===== config.mk =====
export PLATFORM = sky130hd
export DESIGN_NAME = logicnet_layer_gather_stage
export DESIGN_NICKNAME = d
export VERILOG_FILES = /design/src/rtl/logicnet_pkg.sv /design/src/rtl/logicnet_skid_buffer.sv /design/src/rtl/logicnet_layer_gather_stage.sv
export SDC_FILE = /design/constraint.sdc
export NUM_CORES = 1
export LEC_CHECK = 0
export ABC_AREA = 1
export CAP_MARGIN = 25
export CORE_AREA = 5 5 130 132
export DETAILED_ROUTE_END_ITERATION = 8
export DIE_AREA = 0 0 135 137
export SYNTH_ARGS = -nofsm -noshare
export SYNTH_HDL_FRONTEND = slang
export SYNTH_SLANG_ARGS = --single-unit
export TNS_END_PERCENT = 10

===== constraint.sdc =====
create_clock -name clk -period 2.1 [get_ports clk]
set_input_delay 0.21 -clock clk [delete_from_list [all_inputs] [get_ports clk]]
set_output_delay 0.21 -clock clk [all_outputs]
set_load 0.03 [all_outputs]

===== src/rtl/logicnet_pkg.sv =====
// Shared LogicNet constants: default neuron geometry, occupancy encodings and
// the connectivity-table lookup used by the layer gather stages.
package logicnet_pkg;

   localparam int unsigned FANIN       = 8;
   localparam int unsigned IDX_W       = 8;
   localparam int unsigned MAX_NEURONS = 256;
   localparam int unsigned CONN_MAX_W  = MAX_NEURONS * FANIN * IDX_W;

   localparam logic [1:0] ST_EMPTY = 2'd0;
   localparam logic [1:0] ST_ONE   = 2'd1;
   localparam logic [1:0] ST_FULL  = 2'd2;

   // Table entry [n][k] lives at bit offset (n*fanin+k)*idx_w of the flat table.
   function automatic int unsigned conn_idx(
      input logic [CONN_MAX_W-1:0] conn,
      input int unsigned           n,
      input int unsigned           k,
      input int unsigned           fanin,
      input int unsigned           idx_w
   );
      int unsigned idx;
      idx = 0;
      for (int unsigned b = 0; b < idx_w; b++) begin
         if (conn[(n * fanin + k) * idx_w + b]) begin
            idx = idx | (32'd1 << b);
         end
      end
      return idx;
   endfunction

endpackage


===== src/rtl/logicnet_skid_buffer.sv =====
// Generic 2-entry valid/ready buffer: head register drives the output, skid
// register holds the second sample so back-pressure never drops data.
module logicnet_skid_buffer
   import logicnet_pkg::*;
#(
   parameter int unsigned W = 64
) (
   input  logic         clk,
   input  logic         rst_n,
   input  logic         i_valid,
   output logic         o_ready,
   input  logic [W-1:0] i_data,
   output logic         o_valid,
   input  logic         i_ready,
   output logic [W-1:0] o_data
);

   logic [1:0]   r_state;
   logic [1:0]   w_state_nxt;
   logic [W-1:0] r_head;
   logic [W-1:0] r_skid;
   logic         r_in_ready;
   logic         w_push;
   logic         w_pop;

   assign o_valid = (r_state != ST_EMPTY);
   assign o_ready = r_in_ready;
   assign o_data  = r_head;
   assign w_push  = i_valid & r_in_ready;
   assign w_pop   = o_valid & i_ready;

   always_comb begin
      w_state_nxt = r_state;
      case (r_state)
         ST_EMPTY: begin
            if (w_push) w_state_nxt = ST_ONE;
         end
         ST_ONE: begin
            if (w_push && !w_pop)      w_state_nxt = ST_FULL;
            else if (!w_push && w_pop) w_state_nxt = ST_EMPTY;
         end
         ST_FULL: begin
            if (w_pop) w_state_nxt = ST_ONE;
         end
         default: w_state_nxt = ST_EMPTY;
      endcase
   end

   // Ready is registered from the next occupancy, so it never sees i_ready combinationally.
   always_ff @(posedge clk or negedge rst_n) begin
      if (!rst_n) begin
         r_state    <= ST_EMPTY;
         r_head     <= '0;
         r_skid     <= '0;
         r_in_ready <= 1'b0;
      end else begin
         r_state    <= w_state_nxt;
         r_in_ready <= (w_state_nxt != ST_FULL);
         case (r_state)
            ST_EMPTY: begin
               if (w_push) r_head <= i_data;
            end
            ST_ONE: begin
               if (w_push && w_pop) r_head <= i_data;
               else if (w_push)     r_skid <= i_data;
            end
            ST_FULL: begin
               if (w_pop) r_head <= r_skid;
            end
            default: ;
         endcase
      end
   end

endmodule


===== src/rtl/logicnet_layer_gather_stage.sv =====
// Registered boundary between two LogicNet layers: gathers each neuron's fan-in
// bits through the fixed connectivity table, then buffers them behind valid/ready.
module logicnet_layer_gather_stage #(
   parameter int unsigned IN_WIDTH  = 256,
   parameter int unsigned N_NEURONS = 8,
   parameter int unsigned FANIN     = logicnet_pkg::FANIN,
   parameter int unsigned IDX_W     = logicnet_pkg::IDX_W,
   parameter logic [N_NEURONS*FANIN*IDX_W-1:0] CONN = '0
) (
   input  logic                       clk,
   input  logic                       rst,
   input  logic                       in_valid,
   output logic                       in_ready,
   input  logic [IN_WIDTH-1:0]        in_data,
   output logic                       out_valid,
   input  logic                       out_ready,
   output logic [N_NEURONS*FANIN-1:0] out_data,
   output logic [15:0]                out_count
);

   localparam int unsigned OUT_W      = N_NEURONS * FANIN;
   localparam int unsigned CONN_EXT_W = logicnet_pkg::CONN_MAX_W;
   localparam logic [CONN_EXT_W-1:0] CONN_EXT = CONN_EXT_W'(CONN);

   logic [OUT_W-1:0] w_gather;
   logic             w_unused_in;
   logic [15:0]      r_count;

   // Upstream bits not named by the table are intentionally dropped.
   assign w_unused_in = ^in_data;

   for (genvar gn = 0; gn < N_NEURONS; gn++) begin : g_neuron
      for (genvar gk = 0; gk < FANIN; gk++) begin : g_bit
         localparam int unsigned SRC = logicnet_pkg::conn_idx(CONN_EXT, gn, gk, FANIN, IDX_W);
         if (SRC < IN_WIDTH) begin : g_map
            assign w_gather[gn*FANIN+gk] = in_data[SRC];
         end else begin : g_tie
            assign w_gather[gn*FANIN+gk] = 1'b0;
         end
      end
   end

   logicnet_skid_buffer #(
      .W (OUT_W)
   ) u_skid (
      .clk     (clk),
      .rst_n   (rst),
      .i_valid (in_valid),
      .o_ready (in_ready),
      .i_data  (w_gather),
      .o_valid (out_valid),
      .i_ready (out_ready),
      .o_data  (out_data)
   );

   always_ff @(posedge clk or negedge rst) begin
      if (!rst) begin
         r_count <= '0;
      end else if (out_valid && out_ready) begin
         r_count <= r_count + 16'd1;
      end
   end

   assign out_count = r_count;

endmodule

==> summary.txt <==
Floorplan
  – Core Area: ~0.016 sq mm
  – DIE WIDTH: 135 um
  – Die area: 0.0185 sq mm
  – Rows: 46
  – IO Pins: 342
  – Starting density of the core: 9.72%
  – Die height: 137 um

Logic synthesis
  – Yosys top cell by area: dfrtp_1
  – Ys Warns: 0
  – Post-Syn Nets: 447
  – Syn_area_per_cell: 8.15 sq um
  – Synthesized flop and latch total: 21
  – Ys flop type: dfrtp_1
  – Syn Std Cell Area: around 0.0015 sq mm
  – Post-synth EDFFs: 0
  – Synth cell count leaders: buf_4, nand2_1, dfrtp_1, inv_1, nand3_1
  – Seq/Total Area, Yosys: 34.7%
  – Top-area cell type share of the netlist area: approximately 35%
  – Cell with the most instances after synthesis: buf_4
  – Count of cell types in the netlist: 20
  – Post-synth ARST share: 100%
  – Synth area leaders: dfrtp_1, buf_4, nand2_1
  – Mapped Cells: 186

Clocking
  – CTS root buffer: clkbuf_16
  – H-tree depth: 1
  – Worst skew pair latency: 0.25 ns
  – CTS max path bufs: 2
  – Post-cts sizing count: 0
  – Post-CTS setup buffers: 0
  – Clock Sinks: 21
  – Clock transition at path regs: roughly 0.060 ns
  – CTS buffer count: 3
  – Hold buffer count at cts: 0
  – CTS tree: built

Global routing
  – Gr ovfl total: 0
  – Largest net degree at the start of global routing: 64
  – Initial antenna violation count: 0
  – First-pass GRT wire length: 5460 um
  – Vias in the first global route: 1,094
  – GR Util All Layers: 3.54%

Setup path
  – Crit start category: flop
  – Crit. End Element: output port
  – Required @ worst endpoint: roughly 1.9 ns
  – Reg2reg setup slack: 0.76 ns
  – Crit-path max FO: 63
  – R2r worst-path depth: 8
  – Worst r2r src: out_count[0]
  – CP max stage delay: roughly 0.72 ns
  – Critical path type: flop to output port
  – Crit-path slowest cell: clkdlybuf4s50_1
  – Critical path cell sequence: buf_12 > clkdlybuf4s50_1
  – Crit path DAT: around 1.7 ns
  – R2R Path End: out_count[14]

Drt
  – DRC: 0
  – ANT nets after route: 0
  – TritonRoute pass-1 iters: 4
  – Via count: about 1,100
  – DR vias/cell: 2.54
  – Wire length per cell: 8.74 um
  – WL final: 3770 um
  – Iter 0 DRT Violations: 21

Final layout
  – Final Net Count: 477
  – Layout area overhead: 50.5%
  – Filler cell count: ~1,800
  – Finished layout cell area: about 0.0023 sq mm
  – ANT cells: 0
  – Share of post-route cells with drive strength above 1: 6.05%

Timing
  – Final Hold Viols: 0
  – Final setup TNS: 0 ns
  – Final period util: 90.1%
  – Slew Limit Fails: 0
  – Final critical-path required period: between 1.5 and 2 ns
  – Fmax: 528 MHz
  – Skew final: 0.00208 ns
  – RSZ-0062 raised after global routing: false
  – Relative slew margins: 76.2%
  – Worst-margin pin slew: 0.356 ns
  – Final Setup Violations: 0

Run
  – Max Cap Violations: 0

Placed design
  – Placed Area: 0.00220 sq mm
  – Final estimated routing congestion in global placement: just over 0.8
  – Port bufs: 86
  – DPL Wire Length: 2980 um

Worst hold path
  – Hold Crit Class: primary input to asynchronous set/reset pin

Pwr
  – Static leakage: 0.000973 uW
  – Maximum vdd drop: 0.767 mV
  – P per Cell Area: 1820 mW/mm^2

Status
  – Status: completed
==> final cells by class <==
type | count | area (sq um) | area share (%)
Clock buffer | 3 | 75.1 | 3.29
Clock inverter | 1 | 5.00 | 0.219
Inverter | 22 | 82.6 | 3.62
Multi-Input combinational cell | 80 | 435 | 19.1
Sequential cell | 21 | 526 | 23.0
Tap cell | 216 | 270 | 11.8
Timing Repair Buffer | 88 | 888 | 38.9
==> state kept, by name, indices dropped and copies added, names as in the netlist <==
register        flops
u_skid.r_skid       1
out_count          16
u_skid.o_ready      1
u_skid.o_data       1
u_skid.r_state      2
==> layer usage <==
metal | wire length (um) | share of wire, % | vias to the layer above | global-route usage (%)
met5 | 0 | 0 | - | 0
met4 | 42 | 1.1 | 0 | 1.18
met3 | 220 | 5.8 | 7 | 1.21
met2 | 1980 | 52 | 36 | 6.14
li1 | - | - | 558 | -
met1 | 1530 | 41 | 492 | 4.09
==> power by group <==
part / total (uW) / internal [uW] / leakage, uW / switching, uW
Clock: 403 / 256 / 0.0000409 / 147
Combinational: 3160 / 1220 / 0.000669 / 1940
Sequential: 603 / 499 / 0.000263 / 104
==> worst max-delay path: cells and delay by family (launching register included) <==
family / cells / cell delay, ns
buffers and inverters: 2 / 0.98
flip-flops: 1 / 0.44
==> cell families after synthesis <==
family / share of synthesized area [%]
compound gates: 2.31
fa+ha+maj: 0.825
simple gates: 19.8
buf+inv: 36.6
xor+xnor: 5.78
flops: 34.7
==> layout by cell type (no fill, tap or decap) <==
cell	instances
buf_12	1
inv_2	1
ha_1	1
nor2_1	8
clkbuf_16	3
dfrtp_1	21
nand4_1	2
xor2_1	5
clkdlybuf4s50_1	86
nor2_4	2
o21ai_0	3
a21oi_1	1
o21bai_1	1
nor3_1	2
nor2_8	1
xnor2_1	5
clkinv_2	1
a22oi_1	1
nand2_1	35
inv_1	21
nand3_1	10
nand2_4	1
nand2_2	2
buf_4	1
==> metrics by stage <==
step / setup WS (ns) / utilization [%] / hold slack, ns / power, uW / cells
final: 0.207 / 14.6 / 0.293 / 4160 / 431
after CTS: 0.170 / 14.6 / 0.307 / 4220 / 431
after global routing: 0.118 / 14.6 / 0.320 / 4360 / 431
after floorplan: 0.118 / - / -0.0856 / 3170 / 186
after detailed placement: 0.455 / 14.1 / 0.504 / 3810 / 427
after global placement: 0.493 / 14.1 / 0.486 / 3780 / 427
==> worst max-delay path by stage <==
| stage | start | to | slack [ns] | cells past startpoint |
|---|---|---|---|---|
| floorplan | u_skid.o_data[62] | out_data[10] | 0.12 | 1 |
| global placement | u_skid.o_data[62] | out_data[19] | 0.49 | 2 |
| detailed placement | u_skid.o_data[62] | out_data[28] | 0.45 | 2 |
| CTS | u_skid.o_data[62] | out_data[28] | 0.17 | 2 |
| global route | u_skid.o_data[62] | out_data[61] | 0.12 | 2 |
| finish | u_skid.o_data[62] | out_data[28] | 0.21 | 2 |
Note: power is estimated with default switching activity, not from simulation.
==> patch 1 (same settings) <==
Make the reset (`rst` and `rst_n`) synchronous in 2 clocked blocks.
--- a/src/rtl/logicnet_skid_buffer.sv
+++ b/src/rtl/logicnet_skid_buffer.sv
@@ -48,5 +48,5 @@
 
    // Ready is registered from the next occupancy, so it never sees i_ready combinationally.
-   always_ff @(posedge clk or negedge rst_n) begin
+   always_ff @(posedge clk) begin
       if (!rst_n) begin
          r_state    <= ST_EMPTY;
--- a/src/rtl/logicnet_layer_gather_stage.sv
+++ b/src/rtl/logicnet_layer_gather_stage.sv
@@ -54,5 +54,5 @@
    );
 
-   always_ff @(posedge clk or negedge rst) begin
+   always_ff @(posedge clk) begin
       if (!rst) begin
          r_count <= '0;
Check against the original RTL: differs if rst is asserted again (counterexample within 4 cycles, from zero or initial values and one cycle with rst low); with rst held inactive, the same outputs for 10 cycles.
==> patch 1 against the original RTL <==
Wire length rose by 0.32%; via count rose by 16%; maximum frequency up 5.3%; sequential cell count unchanged; hold slack gained 170 ps; cell count grew 6.7%; area after synthesis barely moved; setup slack improved by 95 ps; die area unchanged; cell area barely moved; critical path depth unchanged.
Power is left out: it rests on default switching activity, and per cell area and clock period it moved more than threefold.
==> patch 1: results (changes against the original RTL) <==
- The met1 wire length was 1850 µm (+21%).
- The measured slew at the worst slew-check pin is 586 ps (+230 ps).
- The arrival time of data at the critical path endpoint was 1590 ps (-90 ps).
- The synthesized-area fraction occupied by ao, oa, aoi and oai cells is 7.50% (+5.2 points).
- The worst clock skew came to 4.27 ps (+2.19 ps).
- Sorting the synthesized cells by how often they occur yields buf_4, nand2_1, nor2_1.
- The met3 usage is 2.24% (+1.0 points).
- The via count of the first global-routing pass came to 1,420 (+30%).
- The number of detailed-route iterations in the first pass is 3 (-1).
- The startpoint of the worst register-to-register path is out_count[4].
- The cell area after placement is 2200 µm² (about the same).
- The number of clock buffers inserted by TritonCTS was 3 (unchanged).
- The global routing met2 resource utilization came to 6.11% (-0.028 points).
- The path depth of the worst reg2reg path came to 7 (-1).
- The average vias per placed instance is 2.75 (+8.4%).
- The first-pass GRT wire length is 6330 µm (+16%).
- The global placement routability congestion came to 0.709 (-13%).
- The net count of the mapped netlist is 477 (+6.7%).
- The share of flip-flops with an asynchronous set or reset is 0% (-100 points).
- The number of nets in the final layout is 506 (+6.1%).
- The number of DRC markers after the initial detailed-route iteration was 48 (+130%).
- The met2 wire length is 1450 µm (-27%).
- The proportion of synthesized chip area in sequential cells was 27.7% (-7.0 points).
- The leading register cell type out of synthesis is dfxtp_1.
- Ranked by total cell area, the synthesized netlist is headed by buf_4, dfxtp_1, nand2_1, nor2_1, inv_1.
- The pin count of the biggest net entering global routing is 45 (-30%).
- The count of different cell masters after synthesis was 23 (+15%).
- In this run the critical register-to-register path is captured at out_count[9].
- The run finished with clean final reports.
- The all-layer global routing usage was 4.18% (+0.64 points).
- The final cell count without fillers was 460 (+6.7%).
- The delay contributed by the slowest stage of the critical path is 700 ps (-20 ps).
patch 1: changes by cell type in the layout (fill, tap and decap cells not counted), moves of 4 or more:
cell / before / now
dfxtp_1: 0 / 20
a21oi_1: 1 / 9
xnor2_1: 5 / 0
xor2_1: 5 / 1
o21ai_1: 0 / 4
dfrtp_1: 21 / 0
o21ai_0: 3 / 8
nor2_1: 8 / 29
nand2_1: 35 / 31
patch 1: worst min-delay path: cells and delay by family, from the launching register on:
family	cells	cell delay, ps
compound gates	1	60
flops	1	290
buf+inv	1	60
patch 1: cell families (layout without fill, tap and decap cells):
logic type / after synthesis / count (layout)
xor+xnor: 1 / 1
fa+ha+maj: 1 / 1
simple gates: 81 / 81
compound gates: 22 / 22
buf+inv: 90 / 118
flops: 21 / 21
patch 1: worst max-delay path by stage:
stage	start	end	cells past startpoint
after floorplan	u_skid.o_data[62]	out_data[10]	1
after global placement	out_ready	out_count[9]	8
after detailed placement	out_ready	out_count[9]	8
after CTS	u_skid.o_data[62]	out_data[48]	2
after global routing	u_skid.o_data[62]	out_data[48]	2
final	u_skid.o_data[62]	out_data[57]	2
patch 1: per-stage QoR:
| stage | worst slack, ps | hold WS [ps] |
|---|---|---|
| 6_report | 302 | 460 |
| 5_1_grt | 231 | 531 |
| 3_5_place_dp | 495 | 450 |
| 2_1_floorplan | 37.6 | 401 |
| 4_1_cts | 289 | 460 |
| 3_3_place_gp | 500 | 445 |
patch 1: area by class of cell:
type	instances	area [µm²]
Clock inverter	1	5.00
Clock buffer	3	75.1
Timing Repair Buffer	89	896
Tap cell	216	270
Sequential cell	21	422
Multi-Input combinational cell	105	522
Fill cell	1796	13300
Inverter	25	93.8
==> patch 2 (same settings) <==
Without the edit above. `N_NEURONS`: 8 -> 9.
--- a/src/rtl/logicnet_layer_gather_stage.sv
+++ b/src/rtl/logicnet_layer_gather_stage.sv
@@ -3,5 +3,5 @@
 module logicnet_layer_gather_stage #(
    parameter int unsigned IN_WIDTH  = 256,
-   parameter int unsigned N_NEURONS = 8,
+   parameter int unsigned N_NEURONS = 9,
    parameter int unsigned FANIN     = logicnet_pkg::FANIN,
    parameter int unsigned IDX_W     = logicnet_pkg::IDX_W,
Ports: changed (resized out_data); port bits go from 342 to 350. No check against the original RTL was run, so the function may have changed too.
==> patch 2 against the original RTL <==
Setup slack improved by 59 ps; power rose by 8.4%; sequential cell count did not move; maximum frequency rose by 3.2%; core utilization rose by 0.59 points; wire length rose by 9.7%; clock skew rose by 1.8 ps; critical path depth did not move; highest routed layer unchanged; cell area rose by 4.1%; area after synthesis rose by 4.7%.
==> patch 2: results (changes against the original RTL) <==
- The arithmetic-cell share of the synthesized area counting full adders, half adders and majority gates came to 0.788% (-0.037 points).
- The count of H-tree levels built during CTS is 1 (unchanged).
- The maximum fanout count along the critical path is 73 (+16%).
- The number of nets in the final layout is 485 (+1.7%).
- The arrival time of data at the critical path endpoint is 1620 ps (-60 ps).
- In the post-synthesis netlist, the biggest area contributors are buf_4, dfrtp_1, nand2_1, inv_1, xor2_1.
- The proportion of layout cells with a drive suffix above 1 is 6.73% (+0.68 points).
- The routed wirelength normalized by instance count came to 9.41 µm (+7.7%).
- The delay contributed by the slowest stage of the critical path is ~730 ps.
- The number of clock buffers inserted by TritonCTS came to 3 (unchanged).
- The detailed-placement wirelength estimate came to 3230 µm (+8.5%).
- The relative max-transition margin is 74.4% (-1.8 points).
- The quantity of I/O buffers inserted on ports is 94 (+9.3%).
- The synthesized-area fraction occupied by ao, oa, aoi and oai cells came to 2.36% (+0.054 points).
- The post-synthesis share of cell area spent on xor and xnor gates is 5.52% (-0.26 points).
- The diode insertion count for antenna repair is 0 (unchanged).
- In the synthesized netlist the dominant register cell turns out to be dfrtp_1.
- The number of setup buffers added after CTS came to 0 (unchanged).
- The largest vdd supply drop is 715 µV (-6.9%).
- The leakage power total came to 0.952 nW (-2.1%).
- The first-pass GRT wire length is 6220 µm (+14%).
- The count of different cell masters after synthesis was 17 (-15%).
- The pin count of the biggest net entering global routing was 74 (+16%).
- The number of antenna violations at the first check in global routing is 0 (unchanged).
- The all-layer global routing usage is 4.13% (+0.59 points).
- The global placement routability congestion is 0.737 (-10%).
- The worst clock skew is 3.92 ps (+1.84 ps).
- The total number of yosys warnings is 0 (unchanged).
- The post-placement setup slack is 443 ps (-11.9 ps).
- The tightest min-delay check is of the in -> async type.
- The via count of the first global-routing pass is 1,258 (+15%).
- The post-cts repair resize count is 0 (unchanged).
- The proportion of synthesized chip area in sequential cells is 33.1% (-1.6 points).
- The count of vias placed by the detailed router is 1,138 (+4.1%).
- The final routed wirelength across all metal layers is 4130 µm (+9.7%).
- The setup TNS was 0 ps (unchanged).
- The CTS clock-pin slew for the worst setup and hold paths was 60 ps (about the same).
- The proportion of synthesized area in mux cells is 0% (unchanged).
- The number of detailed-route iterations in the first pass was 3 (-1).
- The commonest cells after synthesis are buf_4, nand2_1, dfrtp_1.
- The cell area after placement came to 2290 µm² (+4.2%).
- The latest clock arrival within the worst-skew pair is 250 ps (about the same).
- The post-synthesis average cell area was 8.18 µm² (+0.39%).
- The flow ran to the end, and the final reports show no timing, DRC or antenna violations.
- The share of flip-flops with an asynchronous set or reset is 100% (unchanged).
- The net count of the mapped netlist is 455 (+1.8%).
- The fraction of power spent switching nets is 53.7% (+1.0 points).
==> patch 2: layer usage <==
layer | share of wire [%] | GRT usage (%) | routed length (µm) | up-vias
met2 | 49 | 6.75 | 2020 | 45
met1 | 41 | 4.72 | 1690 | 520
met5 | 0 | 0 | 0 | -
li1 | - | - | - | 571
met4 | 0.70 | 1.34 | 29 | 0
met3 | 9.4 | 2.06 | 389 | 2
==> patch 2: cell type report <==
type | count | area, µm²
clock buffers | 3 | 75.1
clock inverters | 1 | 5.00
fillers | 1755 | 13200
inverters | 20 | 75.1
multi-input cells | 82 | 454
flip-flops and latches | 21 | 527
well taps | 216 | 270
repair buffers | 96 | 968
==> patch 2: kinds of logic (layout without fill, tap and decap cells) <==
group	after synthesis	count (layout)
compound gates	7	7
fa+ha+maj	1	1
flops	21	21
simple gates	64	64
xor+xnor	10	10
buf+inv	91	120
==> patch 2: critical path, delay by kind of cell, from the launching register on <==
kind | cells | cell delay (ps)
buffers and inverters | 2 | 980
DFF | 1 | 370
==> patch 2: stage by stage <==
step | utilization, % | hold slack (ps)
finish | 15.2 | 297
global route | 15.2 | 345
floorplan | - | -85.6
global placement | 14.7 | 501
CTS | 15.2 | 312
detailed placement | 14.7 | 521
==> patch 2: final timing paths <==
check / end / depth (start not counted) / slack [ps] / start
setup / recovery: out_data[24] / 2 / 270 / u_skid.o_data[70]
hold / removal: out_count[11] / 2 / 300 / rst
setup reg to reg: out_count[14] / 8 / 660 / out_count[0]
hold reg to reg: u_skid.r_skid[0] / 2 / 520 / u_skid.r_skid[0]
max in group asynchronous: u_skid.o_data[70] / 2 / 1560 / rst
min in group clk: u_skid.r_skid[0] / 2 / 520 / u_skid.r_skid[0]
==> patch 2: power by group through the flow <==
| stage | Combinational (mW) | Clock, mW | Sequential [mW] |
|---|---|---|---|
| after floorplan | 2.64 | 0 | 0.813 |
| after global placement | 3.55 | 0 | 0.580 |
| after detailed placement | 3.56 | 0 | 0.582 |
| after CTS | 3.58 | 0.413 | 0.580 |
| after global routing | 3.69 | 0.429 | 0.595 |
| final | 3.52 | 0.405 | 0.581 |
